`src/rtl/lut_layer_pkg.sv`:
```
// Shared types and slicing helpers for the runtime-programmable LUT layer.
package lut_layer_pkg;

  typedef enum logic [1:0] {
    CFG   = 2'd0,
    RUN   = 2'd1,
    DRAIN = 2'd2
  } lut_state_e;

  // One table address is the concatenation of all fan-in slots of a neuron.
  function automatic int addr_w(input int fanin, input int in_bits);
    return fanin * in_bits;
  endfunction

  // LSB of neuron n's field in a flat per-neuron bus of the given field width.
  function automatic int field_lsb(input int n, input int width);
    return n * width;
  endfunction

  // LSB of fan-in slot k inside one neuron's address field (slot 0 in LSBs).
  function automatic int slot_lsb(input int k, input int in_bits);
    return k * in_bits;
  endfunction

endpackage

```
`src/rtl/lut_neuron_table.sv`:
```
// One neuron's truth table: synchronous write, asynchronous read, no reset,
// so it maps onto distributed RAM and keeps its contents across rst_n.
module lut_neuron_table #(
  parameter int ADDR_W   = 6,
  parameter int OUT_BITS = 2
) (
  input  logic                clk,
  input  logic                we,
  input  logic [ADDR_W-1:0]   waddr,
  input  logic [OUT_BITS-1:0] wdata,
  input  logic [ADDR_W-1:0]   raddr,
  output logic [OUT_BITS-1:0] rdata
);

  localparam int DEPTH = 1 << ADDR_W;

  logic [OUT_BITS-1:0] mem [DEPTH];

  always_ff @(posedge clk) begin
    if (we) mem[waddr] <= wdata;
  end

  assign rdata = mem[raddr];

endmodule

```
`src/rtl/lut_layer_pipe.sv`:
```
// LogicNets layer of NEURONS programmable truth tables behind a two-stage
// valid/ready pipeline, with a CFG/RUN/DRAIN mode FSM guarding table loads.
module lut_layer_pipe
  import lut_layer_pkg::*;
#(
  parameter int NEURONS  = 8,
  parameter int FANIN    = 3,
  parameter int IN_BITS  = 2,
  parameter int OUT_BITS = 2,
  localparam int ADDR_W  = addr_w(FANIN, IN_BITS),
  localparam int NW      = (NEURONS > 1) ? $clog2(NEURONS) : 1
) (
  input  logic                         clk,
  input  logic                         rst_n,
  input  logic                         cfg_start,
  input  logic                         cfg_done,
  input  logic                         cfg_we,
  input  logic [NW-1:0]                cfg_neuron,
  input  logic [ADDR_W-1:0]            cfg_addr,
  input  logic [OUT_BITS-1:0]          cfg_data,
  output logic                         cfg_busy,
  input  logic                         in_valid,
  output logic                         in_ready,
  input  logic [NEURONS*ADDR_W-1:0]    in_data,
  output logic                         out_valid,
  input  logic                         out_ready,
  output logic [NEURONS*OUT_BITS-1:0]  out_data,
  output lut_state_e                   state
);

  // Handshake: a beat moves across any valid/ready pair on a rising edge where
  // both are high; a stage advances when it is empty or its consumer takes it.
  lut_state_e                   state_next;
  logic                         v1, v2;
  logic                         adv1, adv2, accept, pipe_empty;
  logic [NEURONS*ADDR_W-1:0]    s1_data;
  logic [NEURONS*OUT_BITS-1:0]  lookup;

  assign adv2      = !v2 || out_ready;
  assign adv1      = adv2;
  assign in_ready  = (state == RUN) && (!v1 || adv1);
  assign accept    = in_valid && in_ready;
  assign out_valid = v2;
  // A beat accepted alongside cfg_start still needs draining.
  assign pipe_empty = !v1 && !v2 && !accept;

  always_comb begin
    state_next = state;
    case (state)
      CFG:     if (cfg_done) state_next = RUN;
      RUN:     if (cfg_start) state_next = pipe_empty ? CFG : DRAIN;
      DRAIN:   if (!v1 && !v2) state_next = CFG;
      default: state_next = CFG;
    endcase
  end

  always_ff @(posedge clk or negedge rst_n) begin
    if (!rst_n) begin
      state    <= CFG;
      cfg_busy <= 1'b1;
    end else begin
      state    <= state_next;
      cfg_busy <= (state_next != RUN);
    end
  end

  always_ff @(posedge clk or negedge rst_n) begin
    if (!rst_n) begin
      v1       <= 1'b0;
      v2       <= 1'b0;
      s1_data  <= '0;
      out_data <= '0;
    end else begin
      if (accept) begin
        v1      <= 1'b1;
        s1_data <= in_data;
      end else if (adv1) begin
        v1 <= 1'b0;
      end
      if (adv2) begin
        v2 <= v1;
        if (v1) out_data <= lookup;
      end
    end
  end

  // Out-of-range neuron indices match no table and are dropped.
  for (genvar n = 0; n < NEURONS; n++) begin : g_neuron
    logic we;
    assign we = cfg_we && (state == CFG) && (cfg_neuron == NW'(n));

    lut_neuron_table #(
      .ADDR_W   (ADDR_W),
      .OUT_BITS (OUT_BITS)
    ) u_table (
      .clk   (clk),
      .we    (we),
      .waddr (cfg_addr),
      .wdata (cfg_data),
      .raddr (s1_data[field_lsb(n, ADDR_W) +: ADDR_W]),
      .rdata (lookup[field_lsb(n, OUT_BITS) +: OUT_BITS])
    );
  end

endmodule
```
`config.mk`:
```
export PLATFORM = sky130hd
export DESIGN_NAME = lut_layer_pipe
export DESIGN_NICKNAME = d
export VERILOG_FILES = /design/src/rtl/lut_layer_pkg.sv /design/src/rtl/lut_neuron_table.sv /design/src/rtl/lut_layer_pipe.sv
export SDC_FILE = /design/constraint.sdc
export NUM_CORES = 1
export LEC_CHECK = 0
export ABC_CLOCK_PERIOD_IN_PS = 2000
export BUFFER_PORTS_ARGS = -buffer_cell sky130_fd_sc_hd__buf_2
export CAP_MARGIN = 20
export CORE_MARGIN = 2
export CORE_UTILIZATION = 59
export CTS_BUF_LIST = sky130_fd_sc_hd__clkbuf_8
export DETAILED_ROUTE_END_ITERATION = 10
export PLACE_DENSITY = 0.85
export REMOVE_ABC_BUFFERS = 1
export SLEW_MARGIN = 40
export SYNTH_ARGS = -nofsm -noshare
export SYNTH_HDL_FRONTEND = slang
export SYNTH_HIERARCHICAL = 1
export SYNTH_SLANG_ARGS = --single-unit
export TNS_END_PERCENT = 5
```
`constraint.sdc`:
```
create_clock -name clk -period 2 [get_ports clk]
set_input_delay 0.2 -clock clk [delete_from_list [all_inputs] [get_ports clk]]
set_output_delay 0.2 -clock clk [all_outputs]
set_load 0.01 [all_outputs]
```
Word-level counts from Yosys, hierarchy flattened
Memories as Yosys holds them, arrays and structs flattened. A register that Yosys moved wholly into a read port is not among the register bits.
Index checks and enable logic that the tools add are counted.
{"block": "totals", "ff_bits": 53, "mem_bits_rw": 1024, "in_bits": 66, "mem_count": 8, "output_inout_bits": 21, "elab_cells": 76}
{"name": "g_neuron[0].u_table.mem", "depth": 64, "width": 2, "read_ports": 1, "rd_ports_with_merged_regs": 1, "write_ports": 1, "line": "lut_neuron_table.sv:17", "source": "logic [OUT_BITS-1:0] mem [DEPTH];"}
{"name": "g_neuron[1].u_table.mem", "depth": 64, "width": 2, "read_ports": 1, "rd_ports_with_merged_regs": 1, "write_ports": 1, "line": "lut_neuron_table.sv:17"}
{"name": "g_neuron[2].u_table.mem", "depth": 64, "width": 2, "read_ports": 1, "rd_ports_with_merged_regs": 1, "write_ports": 1, "line": "lut_neuron_table.sv:17"}
{"name": "g_neuron[3].u_table.mem", "depth": 64, "width": 2, "read_ports": 1, "rd_ports_with_merged_regs": 1, "write_ports": 1, "line": "lut_neuron_table.sv:17"}
{"name": "g_neuron[4].u_table.mem", "depth": 64, "width": 2, "read_ports": 1, "rd_ports_with_merged_regs": 1, "write_ports": 1, "line": "lut_neuron_table.sv:17"}
{"name": "g_neuron[5].u_table.mem", "depth": 64, "width": 2, "read_ports": 1, "rd_ports_with_merged_regs": 1, "write_ports": 1, "line": "lut_neuron_table.sv:17"}
{"name": "2 more memories"}
{"block": "classes", "eq_ne": 10, "n_reduce_logical": 30, "muxes": 23}
{"op": "1-bit two-way mux", "n": 18}
{"op": "1-bit logical AND", "n": 13}
{"op": "3-bit == test, second input constant", "n": 4}
{"op": "1-bit logical NOT", "n": 11}
{"op": "2-bit two-way mux", "n": 4}
{"op": "3-bit by 2-bit == test with 1-bit output, second input constant", "n": 2}
{"op": "2-bit case mux with 3 select lines", "n": 1}
{"op": "3-bit by 1-bit == test with 1-bit output, second input constant", "n": 1}
{"op": "3-bit logical NOT", "n": 1}
{"op": "2-bit by 1-bit == test with 1-bit output, second input constant", "n": 1}
{"op": "2-bit == test, second input constant", "n": 1}
{"op": "2-bit logical NOT", "n": 1}
{"op": "1-bit logical OR", "n": 2}
{"op": "2-bit by 1-bit inequality test with 1-bit output, second input constant", "n": 1}
{"op": "2-bit AND reduction", "n": 1}
{"op": "2-bit nonzero test", "n": 1}

Logic depth before layout (Yosys ltp)
Gate-level depths: netlist of run 1.
{"block": "depth", "depth_word": 11, "mapped_depth": 8, "mapped_depth_nobuf": 6}

Cells and area by module
The synthesis of run 1 kept the hierarchy.
{"mod": "lut_neuron_table", "n_inst": 8, "seq_area_each_um2": 3843.7, "area_per_inst_um2": 5357.6, "cells_per_inst": 322}
{"mod": "lut_layer_pipe", "n_inst": 1, "seq_area_each_um2": 1727.9, "area_per_inst_um2": 2772.7, "cells_per_inst": 171}

Worst setup path after synthesis of run 1
Ideal clock, no wire load.
{"block": "synth_timing", "kind": "reg2reg", "from": "register s1_data[6]", "to": "register out_data[2] (read register of g_neuron[1].u_table.mem)", "period_less_slack_ps": 2089, "setup_slack_ps": -89, "n_path_buf": 2, "setup_time_ps": 125, "path_stages_with_launch": 9, "required_time_ps": 1875, "arrival_ps": 1964, "path_cell_list": "dfrtp_1 > buf_6 > buf_6 > mux4_2 > a22oi_1 > a21o_1 > a21oi_1 > a211o_1 > mux2_2"}
{"element": "start: declaration", "line": "lut_layer_pipe.sv:36", "source": "logic [NEURONS*ADDR_W-1:0] s1_data;"}
{"element": "start signal: assignment", "line": "lut_layer_pipe.sv:76", "source": "s1_data <= in_data;"}
{"element": "end: declaration", "line": "lut_layer_pipe.sv:27", "source": "output logic [NEURONS*OUT_BITS-1:0] out_data,"}

==> results.sh, run 1 <==
export IMPL_cp_arrival_ns=3.27
export IMPL_port_buffers=86
export IMPL_yosysTopAreaCell="edfxtp_1"
export IMPL_violations="negative setup slack"
export IMPL_synth_top_family_by_area="multiplexers"
export IMPL_routabilityCongestion=0.9171
export IMPL_ys_seq_area_share_pct=71.17
export IMPL_avgSynthCellArea_um2=16.61
export IMPL_synth_edf_count=1024
export IMPL_relSlewSlack_pct=44.89
export IMPL_grt_pass1_vias=30080
export IMPL_coreArea_um2=76200
export IMPL_cts_root_buf="clkbuf_8"
export IMPL_synth_area_um2=45630
export IMPL_synth_cell_types=42
export IMPL_p_int_mw=46.58
export IMPL_maxCapViolCount=0
export IMPL_p_per_area_nw_per_um2=1231
export IMPL_wl_um=134400
export IMPL_switching_share_pct=32.53
export IMPL_pwr_share_comb_pct=34.1
export IMPL_stdcell_area_um2=56100
export IMPL_yosysWarnings=6
export IMPL_ir_worst_vdd_uv=597.8
export IMPL_status="finished with violations"
export IMPL_drtIter0Drc=4870
export IMPL_hold_class="in2reg"
export IMPL_synthSimpleGateAreaFrac_pct=9.446
export IMPL_crit_path_end_kind="flip-flop"
export IMPL_seqPwrFrac_pct=39.6
export IMPL_detail_route_antenna_nets=0
export IMPL_fin_util_pct=73.62
export IMPL_synthCells=2747
export IMPL_via_count=30290
export IMPL_die_w_um=282.1
export IMPL_drc=0
export IMPL_ys_flop_type="edfxtp_1"
export IMPL_synthXorXnorAreaFrac_pct=0
export IMPL_skew_ns=0.04823
export IMPL_cp_start_kind="flip-flop"
export IMPL_min_period_ns=2.489
export IMPL_drive_above_1_share_pct=41.07
export IMPL_p_leak_nw=18.20
export IMPL_tns_ns=-60.41
export IMPL_muxShareOfSynthArea_pct=14.27
export IMPL_vias_per_cell=6.851
export IMPL_layout_nets=3314
export IMPL_clkLatencyLatePin_ns=0.84
export IMPL_synthAdderAreaFrac_pct=0
export IMPL_cp_max_fo=8
export IMPL_synthToLayoutAreaGrowth_pct=22.94
export IMPL_placed_area_um2=49330
export IMPL_timing_final_crit_share_pct=124.4
export IMPL_met3_usage_pct=6.030
export IMPL_dp_cells=3991
export IMPL_grt_use_total_pct=29.87
export IMPL_overflow=0
export IMPL_grt_pass1_wl_um=177100
export IMPL_synth_seq_cells=1093
export IMPL_grt_busiest_layer="met2"
export IMPL_path_class="reg2reg"
export IMPL_antenna_found_initial=5
export IMPL_use_met1_pct=37.06
export IMPL_yosysMostFrequentCell="edfxtp_1"
export IMPL_fin_cells=4422
export IMPL_path_clk_slew_ns=0.09
export IMPL_p_clk_share_pct=26.3
export IMPL_switchingPower_mw=22.46
export IMPL_numCtsBuffers=167
export IMPL_grt_max_degree=123
export IMPL_tightestPinTransition_ns=0.8241
export IMPL_synth_compound_area_share_pct=3.263
export IMPL_row_count=101
export IMPL_dieArea_um2=79590
export IMPL_cts_max_level=4
export IMPL_setup_ws_ns=-0.4889
export IMPL_hold_violations=0
export IMPL_cts_tree="built"
export IMPL_maxSlewViolCount=0
export IMPL_synth_top_area_share_pct=67.38
export IMPL_place_hpwl_um=67050
export IMPL_clockBufferDepth=3
export IMPL_synthTopCellsByArea="edfxtp_1 67%, mux4_2 11%, nor2_1 4.7%"
export IMPL_first_pass_iters=6
export IMPL_rsz0062_at_grt="yes"
export IMPL_setup_viol=820
export IMPL_die_height_um=282.1
export IMPL_initial_core_util_pct=59.89
export IMPL_fmax_mhz=401.8
export IMPL_avgRoutedWirePerCell_um=30.40
export IMPL_ys_async_sr_fraction_pct=6.313
export IMPL_yosys_top_cells_count="1024 x edfxtp_1, 568 x nor2_1, 232 x mux4_2, 116 x nand2_1, 88 x clkbuf_1"
export IMPL_pin_count=87
export IMPL_grt_use_met2_pct=50.35
export IMPL_required_ns=2.78
export IMPL_cts_sinks=1093
-- cell type report --
class	count	area (um2)
timing repair buffer	474	4656
inverter	9	33.78
antenna	5	12.51
sequential	1093	32490
tap	1030	1289
clock inverter	133	754.5
fill	3696	20100
clock buffer	175	2409
multi-input combinational	1503	14460
-- cell usage in the layout (no fill, tap or decap), types with 9 or more instances in the layout --
cell type	n
a21o_1	17
a21oi_1	9
a22o_1	15
a22oi_1	18
a22oi_2	30
a311oi_1	16
and2_1	9
buf_12	67
buf_2	83
buf_4	204
buf_6	49
clkbuf_8	175
clkinv_1	43
clkinv_2	15
dfrtp_1	60
dlygate4sd3_1	59
edfxtp_1	1024
inv_1	64
mux2_2	47
mux2_4	25
mux2i_1	39
mux4_2	232
nand2_1	96
nand2_2	10
nand2b_1	38
nand3_1	54
nand3b_1	34
nand4_1	17
nor2_1	243
nor2_2	201
nor2_4	124
nor2b_1	42
nor2b_4	15
o21ai_0	13
-- through the flow --
| step | setup slack [ns] | hold slack (ns) | power, mW |
|---|---|---|---|
| after CTS | -0.2470 | 0.02096 | 65.69 |
| after detailed placement | -0.4350 | 0.2083 | 46.56 |
| after global routing | -0.4867 | 0.1062 | 70.58 |
| after global placement | -0.3028 | 0.1766 | 45.87 |
| final | -0.4889 | 0.1235 | 69.04 |
| after floorplan | -1.107 | -0.09559 | 38.52 |
-- flip-flops by register name, summed over array words and instances (netlist names) --
signal,cells
out_valid,1
g_neuron.u_table/mem,1024
s1_data,48
cfg_busy,1
out_data,16
state,2
v1,1
-- worst max-delay path: stages, from the launching register on --
cell     delay, ns
dfrtp_1       0.45
buf_4         0.20
nor2b_1       0.54
a22oi_1       0.27
a21o_1        0.25
a21oi_2       0.38
a211o_1       0.16
mux2_2        0.16
-- final timing paths --
path	cells past startpoint	to	slack, ns	startpoint
worst max-delay path	7	out_data[8]$_DFFE_PN0P_	-0.49	s1_data[28]$_DFFE_PN0P_
max in group asynchronous	4	s1_data[18]$_DFFE_PN0P_	1.11	rst_n
worst min-delay path	3	g_neuron[4].u_table/mem[49][1]$_DFFE_PP_	0.12	cfg_addr[2]
min in group asynchronous	3	cfg_busy$_DFF_PN1_	0.54	rst_n
worst max register to register	7	out_data[8]$_DFFE_PN0P_	-0.49	s1_data[28]$_DFFE_PN0P_
worst min register to register	1	out_data[3]$_DFFE_PN0P_	0.51	out_data[3]$_DFFE_PN0P_
-- cells by family after synthesis --
group / after synthesis
flops: 1093
simple gates: 956
mux: 344
compound gates: 203
buf+inv: 151
-- power groups by stage --
| stage | clock (mW) | sequential, mW | combinational (mW) |
|---|---|---|---|
| finish | 18.2 | 27.3 | 23.5 |
| global placement | 0 | 27.5 | 18.4 |
| detailed placement | 0 | 27.5 | 19.0 |
| floorplan | 0 | 29.1 | 9.38 |
| global route | 19.0 | 27.3 | 24.2 |
| CTS | 17.8 | 27.1 | 20.8 |
-- layer usage --
metal	vias to the layer above	share of wire [%]
met3	745	12
met5	-	0.0082
met1	14900	32
li1	11770	-
met4	2	7.0
met2	2876	50
-- what timing repair did --
action                      CTS  global route
setup buffers                19            36
hold buffers                 60             0
setup endpoints to repair  1015          1035
resized for setup           351           342
pin swaps                    44            88
gates cloned                  7             2
hold endpoints to repair    450             0
No activity file was read; power rests on OpenSTA's default activity.
==> inputs of run 2 (changes only) <==
==> constraint.sdc (replaced) <==
create_clock -name clk -period 2 [get_ports clk]
set_input_delay 0.4 -clock clk [delete_from_list [all_inputs] [get_ports clk]]
set_output_delay 0.4 -clock clk [all_outputs]
set_load 0.01 [all_outputs]
==> run 2 against run 1 <==
Net effect:
- the run still ends with negative setup slack left
- clock power hardly changed
- sequential power about the same
- critical path depth rose by 1
- final cell count hardly changed
- die area is the same
- critical endpoint unchanged
- largest power group unchanged
==> results.sh, run 2 (synthesis gave the netlist of run 1 again) <==
export IMPL_hold_violations=0
export IMPL_numCtsBuffers=167
export IMPL_cts_root_buf="clkbuf_8"
export IMPL_via_count=29520
export IMPL_largest_register_ffs=1024
export IMPL_cts_max_level=4
export IMPL_drtIter0Drc=4293
export IMPL_wl_um=126200
export IMPL_crit_path_end_kind="flip-flop"
export IMPL_clockBufferDepth=3
export IMPL_place_ws_ns=-0.5200
export IMPL_reg2reg_depth=8
export IMPL_switchingPower_mw=21.13
export IMPL_cp_max_fo=10
export IMPL_dieArea_um2=79590
export IMPL_switching_share_pct=31.13
export IMPL_seqPwrFrac_pct=40.2
export IMPL_violations="negative setup slack"
export IMPL_row_count=101
export IMPL_routabilityCongestion=0.8988
export IMPL_maxSlewViolCount=0
export IMPL_fin_util_pct=73.44
export IMPL_fillCellCount=3777
export IMPL_grt_max_degree=119
export IMPL_grt_pass1_wl_um=170800
export IMPL_drive_above_1_share_pct=39.81
export IMPL_required_ns=2.71
export IMPL_grt_pass1_vias=29560
export IMPL_place_hpwl_um=67420
export IMPL_die_w_um=282.1
export IMPL_relSlewSlack_pct=40.07
export IMPL_drc=0
export IMPL_mostFrequentLayoutCells="1024 x edfxtp_1, 274 x nor2_1, 232 x mux4_2, 217 x buf_4, 183 x clkbuf_8"
export IMPL_p_leak_nw=18.22
export IMPL_skew_ns=0.02515
export IMPL_rsz0062_at_grt="yes"
export IMPL_detail_route_antenna_nets=0
export IMPL_p_int_mw=46.74
export IMPL_avgRoutedWirePerCell_um=28.52
export IMPL_die_height_um=282.1
export IMPL_fmax_mhz=398.3
export IMPL_path_class="reg2reg"
export IMPL_port_buffers=86
export IMPL_grt_use_total_pct=28.70
export IMPL_overflow=0
export IMPL_cts_tree="built"
export IMPL_status="finished with violations"
export IMPL_pin_count=87
export IMPL_antenna_found_initial=6
export IMPL_cp_arrival_ns=3.22
export IMPL_regMostFlops="g_neuron.u_table/mem"
export IMPL_layout_cells_most_common="edfxtp_1"
export IMPL_ir_worst_vdd_uv=767.0
export IMPL_hold_class="in2async"
export IMPL_coreArea_um2=76200
export IMPL_p_clk_share_pct=26.7
export IMPL_cp_start_kind="flip-flop"
export IMPL_tightestPinTransition_ns=0.8962
export IMPL_first_pass_iters=6
export IMPL_timing_final_crit_share_pct=125.5
export IMPL_finalPower_mw=67.87
export IMPL_pwr_share_comb_pct=33.1
export IMPL_initial_core_util_pct=59.89
export IMPL_setup_ws_ns=-0.5106
export IMPL_startpoint="s1_data[24]$_DFFE_PN0P_"
export IMPL_reg2reg_setup_slack_ns=-0.51
export IMPL_r2r_end="out_data[8]$_DFFE_PN0P_"
export IMPL_p_per_area_nw_per_um2=1213
export IMPL_setup_viol=714
export IMPL_cts_sinks=1093
export IMPL_vias_per_cell=6.669
export IMPL_min_period_ns=2.511
export IMPL_clkLatencyLatePin_ns=0.84
export IMPL_largestRegisters="g_neuron.u_table/mem x1024, s1_data x48, out_data x16"
export IMPL_maxCapViolCount=0
export IMPL_synthToLayoutAreaGrowth_pct=22.64
export IMPL_layout_nets=3321
export IMPL_path_clk_slew_ns=0.07
export IMPL_r2r_start="s1_data[24]$_DFFE_PN0P_"
run 2: area by class of cell:
type | instances | area, um2 | share of cell area (%)
Clock inverter | 122 | 694.4 | 1.241
Multi-Input combinational cell | 1503 | 14210 | 25.39
Clock buffer | 183 | 2519 | 4.500
Sequential cell | 1093 | 32490 | 58.05
Tap cell | 1030 | 1289 | 2.303
Antenna cell | 5 | 12.51 | 0.02236
Inverter | 9 | 33.78 | 0.06036
Timing Repair Buffer | 481 | 4722 | 8.437
run 2: what timing repair did:
action,in CTS,in global routing
setup endpoints to repair,1005,967
resized for setup,243,375
hold buffers,57,0
pin swaps,37,87
cloned,3,2
hold endpoints to repair,184,0
setup buffers,20,31
run 2: power by group through the flow:
stage,combinational (mW),sequential (mW),clock [mW]
after floorplan,9.38,29.1,0
after global placement,18.2,27.5,0
after detailed placement,18.8,27.6,0
after CTS,20.3,27.1,17.9
after global routing,23.3,27.3,19.1
final,22.5,27.3,18.1
run 2: routing by layer:
layer | global-route usage, % | vias up | share of wire (%)
met5 | 0 | - | 0.021
met4 | 14.43 | 4 | 6.4
met3 | 6.112 | 624 | 11
met2 | 48.69 | 2520 | 50
met1 | 35.13 | 14620 | 33
li1 | - | 11750 | -
run 2: how the worst max path moves through the flow:
stage,endpoint,slack [ns]
global placement,g_neuron[1].u_table/mem[8][0]$_DFFE_PP_,-0.40
floorplan,out_data[2]$_DFFE_PN0P_,-1.11
detailed placement,g_neuron[1].u_table/mem[56][1]$_DFFE_PP_,-0.52
finish,out_data[8]$_DFFE_PN0P_,-0.51
CTS,out_data[8]$_DFFE_PN0P_,-0.25
global route,out_data[8]$_DFFE_PN0P_,-0.50
run 2: critical path: stages (launching register included):
cell and delay (ns):
dfrtp_2 0.40, buf_12 0.13, buf_12 0.14, mux4_2 0.55, a22oi_2 0.36, a21o_1 0.19, a21oi_1 0.06, a211o_1 0.28
mux2_4 0.28
run 2: metrics by stage:
stage	std cells	setup TNS (ns)	hold WS, ns	cell area (um2)
final	4426	-45.10	0.1700	55970
after global routing	4425	-89.92	0.1677	55960
after CTS	4392	-8.897	0.1270	54360
after detailed placement	4007	-175.48	0.4904	49510
after global placement	4007	-97.29	0.4809	49510
after floorplan	2605	-17.51	0.1044	44820
